**src/rtl/seq_restoring_divider.sv**
```systemverilog
// rtl/seq_restoring_divider.sv - multi-cycle unsigned restoring divider, one quotient bit per clock
// Start/busy/done handshake; results are held until the next accepted start.
module seq_restoring_divider #(
  parameter int N = 8
) (
  input  logic         clk,
  input  logic         rst_n,
  input  logic         start,
  input  logic [N-1:0] dividend,
  input  logic [N-1:0] divisor,
  output logic [N-1:0] quotient,
  output logic [N-1:0] remainder,
  output logic         busy,
  output logic         done,
  output logic         div_by_zero
);

  localparam int CW = $clog2(N + 1);

  typedef enum logic [1:0] {
    IDLE = 2'd0,
    RUN  = 2'd1,
    DONE = 2'd2
  } state_e;

  state_e        state_q, state_d;
  logic [N:0]    a_q, a_d;
  logic [N-1:0]  q_q, q_d;
  logic [N-1:0]  m_q, m_d;
  logic [CW-1:0] cnt_q, cnt_d;
  logic [N-1:0]  quot_q, quot_d;
  logic [N-1:0]  rem_q, rem_d;
  logic          dbz_q, dbz_d;

  logic [N:0]    a_sh;
  logic [N-1:0]  q_sh;
  logic [N:0]    trial;
  logic [N:0]    a_new;
  logic [N-1:0]  q_new;

  // Shared shift/subtract/restore datapath
  always_comb begin
    a_sh  = {a_q[N-1:0], q_q[N-1]};
    q_sh  = {q_q[N-2:0], 1'b0};
    trial = a_sh - {1'b0, m_q};
    if (trial[N]) begin
      a_new = a_sh;
      q_new = q_sh;
    end else begin
      a_new = trial;
      q_new = q_sh | {{(N-1){1'b0}}, 1'b1};
    end
  end

  always_comb begin
    state_d = state_q;
    a_d     = a_q;
    q_d     = q_q;
    m_d     = m_q;
    cnt_d   = cnt_q;
    quot_d  = quot_q;
    rem_d   = rem_q;
    dbz_d   = dbz_q;

    case (state_q)
      RUN: begin
        a_d   = a_new;
        q_d   = q_new;
        cnt_d = cnt_q - CW'(1);
        if (cnt_q == CW'(1)) begin
          quot_d  = q_new;
          rem_d   = a_new[N-1:0];
          dbz_d   = 1'b0;
          state_d = DONE;
        end
      end
      IDLE, DONE: begin
        state_d = IDLE;
        if (start) begin
          a_d   = '0;
          q_d   = dividend;
          m_d   = divisor;
          cnt_d = CW'(N);
          if (divisor == '0) begin
            // Zero divisor skips the iteration entirely
            quot_d  = '1;
            rem_d   = dividend;
            dbz_d   = 1'b1;
            state_d = DONE;
          end else begin
            state_d = RUN;
          end
        end
      end
      default: state_d = IDLE;
    endcase
  end

  always_ff @(posedge clk or negedge rst_n) begin
    if (!rst_n) begin
      state_q <= IDLE;
      a_q     <= '0;
      q_q     <= '0;
      m_q     <= '0;
      cnt_q   <= '0;
      quot_q  <= '0;
      rem_q   <= '0;
      dbz_q   <= 1'b0;
    end else begin
      state_q <= state_d;
      a_q     <= a_d;
      q_q     <= q_d;
      m_q     <= m_d;
      cnt_q   <= cnt_d;
      quot_q  <= quot_d;
      rem_q   <= rem_d;
      dbz_q   <= dbz_d;
    end
  end

  assign quotient    = quot_q;
  assign remainder   = rem_q;
  assign div_by_zero = dbz_q;
  assign busy        = (state_q == RUN);
  assign done        = (state_q == DONE);

endmodule

```
**config.mk**
```make
export PLATFORM = sky130hd
export DESIGN_NAME = seq_restoring_divider
export DESIGN_NICKNAME = d
export VERILOG_FILES = /design/src/rtl/seq_restoring_divider.sv
export SDC_FILE = /design/constraint.sdc
export NUM_CORES = 1
export LEC_CHECK = 0
export ABC_AREA = 1
export BUFFER_PORTS_ARGS = -buffer_cell sky130_fd_sc_hd__buf_2
export CAP_MARGIN = 0
export CORE_MARGIN = 2
export CORE_UTILIZATION = 30
export DETAILED_ROUTE_END_ITERATION = 6
export GPL_TIMING_DRIVEN = 0
export RECOVER_POWER = 50
export SYNTH_ARGS = -nofsm -noshare
export SYNTH_HDL_FRONTEND = slang
export SYNTH_SLANG_ARGS = --single-unit
```
**constraint.sdc**
```tcl
create_clock -name clk -period 4.28 [get_ports clk]
set_input_delay 0.856 -clock clk [delete_from_list [all_inputs] [get_ports clk]]
set_output_delay 0.856 -clock clk [all_outputs]
set_load 0.02 [all_outputs]
```
==> results by stage <==
Clock tree:
- The clock latency of the later-clocked register in the worst-skew pair is 320 ps.
- Counting every sink on the clock net gives 47.
- The tree is rooted in a clkbuf_8.
- The post-cts sizing count is 0.
- The post-cts hold buffer count is 0.
- The number of setup buffers added after CTS is 0.
- The TritonCTS clock tree is built.
- The H-tree was split into 2 levels.
- The number of buffers created by CTS is 5.
- Clock-pin slew was measured on the worst setup and hold paths at 100 ps.
- The maximum root-to-sink buffer count is 2.

Drt:
- The total via count after detailed routing is 2273.
- The final wirelength is 5.98 mm.
- For this block, the initial DRC count from the detailed router was 104.
- In the routed layout, each cell is associated on average with a via count of 4.37.
- The mean routed wirelength per cell is 11.5 µm.
- In this run the remaining antenna-violating nets after routing total 0.
- For this run, design rule violations remaining after detail routing come to 0.
- The number of search-and-repair iterations in the first detailed-routing pass is 4.

Critical path:
- Among all stages on the critical path, the largest delay is contributed by clkbuf_1.
- In this run the critical register-to-register path is captured at remainder[4].
- The total buffers and inverters traversed by the critical path is 1.
- The launch point of the worst reg-to-reg path is q_q[7].
- The worst register-to-register path has a depth of 14.
- The signal on the critical path passes through clkbuf_1.
- Data on the critical path is required at its endpoint by 4180 ps.
- The worst setup path is captured at an async pin.
- The category of cells accounting for the largest share of critical-path delay is buffers and inverters.
- The critical path is of the in2async type.
- The maximum single-stage delay on the critical path is 1730 ps.
- The reg2reg setup slack is 2100 ps.
- Data arrives at the worst endpoint at 2620 ps.
- STA classifies the critical path startpoint as an input port.
- The maximum net fanout on the critical path is 47.

Global routing:
- In the global route stage, overall resource usage came out at 0.131.
- Summed over all layers, the global routing overflow is 0.
- The first global-routing pass estimated 10.1 mm of wire.
- The via count of the first global-routing pass is 2177.
- The maximum number of pins on one net before global-route repair is 48.
- The initial antenna violation count is 0.

Yosys:
- The cell count after synthesis came out at 367.
- Dividing the synthesized area by the synthesized cell count gives 7.21 µm².
- In this run, synthesis produced a sequential element count of 47.
- Of the synthesized area, sequential elements account for 0.445.
- The number of different library cells in the post-synthesis netlist is 23.
- When the netlist entered floorplanning its net count stood at 397.
- The mapped cell area is 2650 µm².
- Yosys printed 0 warnings.

STA:
- The minimum clock period is 2720 ps.
- The count of endpoints failing hold in the final timing report is 0.
- The share of the clock period used by the worst path after layout is 0.636.
- The count of endpoints failing setup in the final report is 0.
- After routing, the total negative slack on setup checks comes to 0 ps.
- The worst pin sits at a relative slew slack of -0.659.
- Final hold analysis gives a worst-case slack of 486 ps.
- Static timing analysis puts the maximum clock frequency at 367 MHz.
- The measured slew at the worst slew-check pin is 2490 ps.
- The final count of pins violating max slew is 48.
- Setup repair after global routing left no endpoint under its margin.
- The clock skew after layout is 15.4 ps.

Floorplanning:
- The standard cell core area is 8640 µm².
- The floorplan die area is 9580 µm².
- The initial cell density of the core is 0.306.
- The top-level I/O count is 38.
- The vertical die dimension is 97.9 µm.
- After floorplanning, the core was divided into 34 placement rows.
- The die is 97.9 µm wide.

Place:
- The count of buffers inserted at the top-level ports is 37.
- The congestion estimate from routability-driven global placement came to 0.804.
- Once placement finished, the instance area stood at 2970 µm².
- Detailed placement finished with a half-perimeter wire length of 4.58 mm.
- After detailed placement, the design holds a cell count of 512.

Power:
- In this run the power density over the cells is 799 nW/µm².
- The design draws 0.00245 W.
- The worst voltage drop across the vdd grid is 222 µV.
- In this run the static leakage power is 1.70 nW.

Worst hold path:
- The worst hold path begins at quotient[5].
- The worst hold path terminates at quotient[5].
- In this run the worst hold path is classified as reg2reg.
- The worst hold path was traced through 2 stages.

Cells and area:
- The number of inserted filler cells in the final layout is 937.
- For this run, the number of standard cells in the final layout without fillers is 520.
- The final instance area is 3070 µm².
- In the final layout, the share of cells above drive strength 1 is 0.124.
- Relative to the synthesized area, the layout overhead comes to 16.1%.
- After the last flow step, the layout net total stands at 441.
- The number of antenna diodes in the final layout is 0.

Flow run:
- Across the run, the number of max-cap violations was 1.

Status:
- The final reports fail on max-capacitance violations, max-slew violations.
- The run finished, with violations left.
how the worst max path moves through the flow:
stage | startpoint | end | slack (ps) | cells after the start
after floorplan | q_q[7] | remainder[7] | 2400 | 14
after global placement | divisor[7] | remainder[6] | 1910 | 12
after detailed placement | divisor[7] | remainder[6] | 1900 | 12
after CTS | state_q[0] | done | 1940 | 3
after global routing | rst_n | m_q[3] | 960 | 1
final | rst_n | m_q[4] | 1560 | 1
registers in the layout, indices dropped and copies added, names as in the netlist:
| signal | count |
|---|---|
| remainder | 8 |
| q_q | 8 |
| cnt_q | 4 |
| state_q | 2 |
| quotient | 8 |
| m_q | 8 |
| div_by_zero | 1 |
| a_q | 8 |
worst register-to-register path, cell delays in order (launching register included):
cell     delay [ps]
dfrtp_1         390
inv_1            80
ha_1            140
inv_1            70
fa_1            400
nand2_1          80
nand2_1          90
nand3_1         140
nand2_1          80
nand2_1          70
nand2_1         190
nand3_1         160
nand3_1         100
nand2_1          70
inv_1            30
cell families (layout without fill, tap and decap cells):
family                   after synthesis  in the layout  share of synthesized area
AND/OR/NAND/NOR                      195            195                      0.308
buffers and inverters                 72            117                      0.105
flip-flops                            47             47                      0.445
AO/OA/AOI/OAI                         38             38                     0.0747
adder cells (fa/ha/maj)               11             11                     0.0549
XOR/XNOR                               4              4                     0.0132
metrics by stage:
stage | setup slack [ps] | util
3_5_place_dp | 1900 | 0.343
4_1_cts | 1940 | 0.357
2_1_floorplan | 2400 | -
6_report | 1560 | 0.356
3_3_place_gp | 1910 | 0.343
5_1_grt | 958 | 0.356
power by group:
| part | switching (W) | internal (W) | leakage (nW) |
|---|---|---|---|
| Sequential | 0.000112 | 0.000645 | 0.567 |
| Combinational | 0.000886 | 0.000464 | 1.08 |
| Clock | 0.000170 | 0.000176 | 0.0548 |
| Total | 0.00117 | 0.00129 | 1.70 |
area by class of cell:
cell class	count	area [µm²]	share of cell area
sequential	47	1180	0.383
multi-input combinational	248	1190	0.388
clock inverter	3	46.3	0.0151
buffer	11	47.5	0.0155
clock buffer	5	68.8	0.0224
timing repair buffer	37	175	0.0570
tap	108	135	0.0440
inverter	61	229	0.0746
layer usage:
metal	vias to the layer above	GRT usage	part of all wire
li1	1211	-	-
met1	1018	0.181	0.50
met2	38	0.201	0.44
met3	6	0.0358	0.040
met4	0	0.0406	0.017
met5	-	0	0
cell usage after synthesis:
library cell    n  share of area
buf_2           5         0.0095
a21oi_1         4         0.0076
o21ai_2         1         0.0033
nor3_1          1         0.0019
nand4_1         1         0.0024
nor2_4          1         0.0043
dfrtp_1        47           0.44
or2_1           7          0.017
nor2_1         28          0.040
inv_1          58          0.082
nand2_1       118           0.17
inv_2           3         0.0043
a31oi_1         1         0.0024
xnor2_1         2         0.0066
clkbuf_1        6         0.0085
nand3_1        35          0.066
o22ai_1         2         0.0047
nand2_2         3         0.0071
or2_2           1         0.0024
fa_1            1         0.0076
ha_1           10          0.047
o21ai_0        30          0.057
xor2_1          2         0.0066
layout by cell type (no fill, tap or decap), types with 3 or more instances in the layout:
cell type	instances
nor2_1	28
clkbuf_8	5
or2_1	7
clkbuf_1	14
inv_2	3
inv_1	58
dfrtp_1	47
ha_1	10
buf_2	34
nand3_1	35
a21oi_1	4
o21ai_0	30
nand2_1	118
nand2_2	3
No activity file was read; power rests on OpenSTA's default activity.
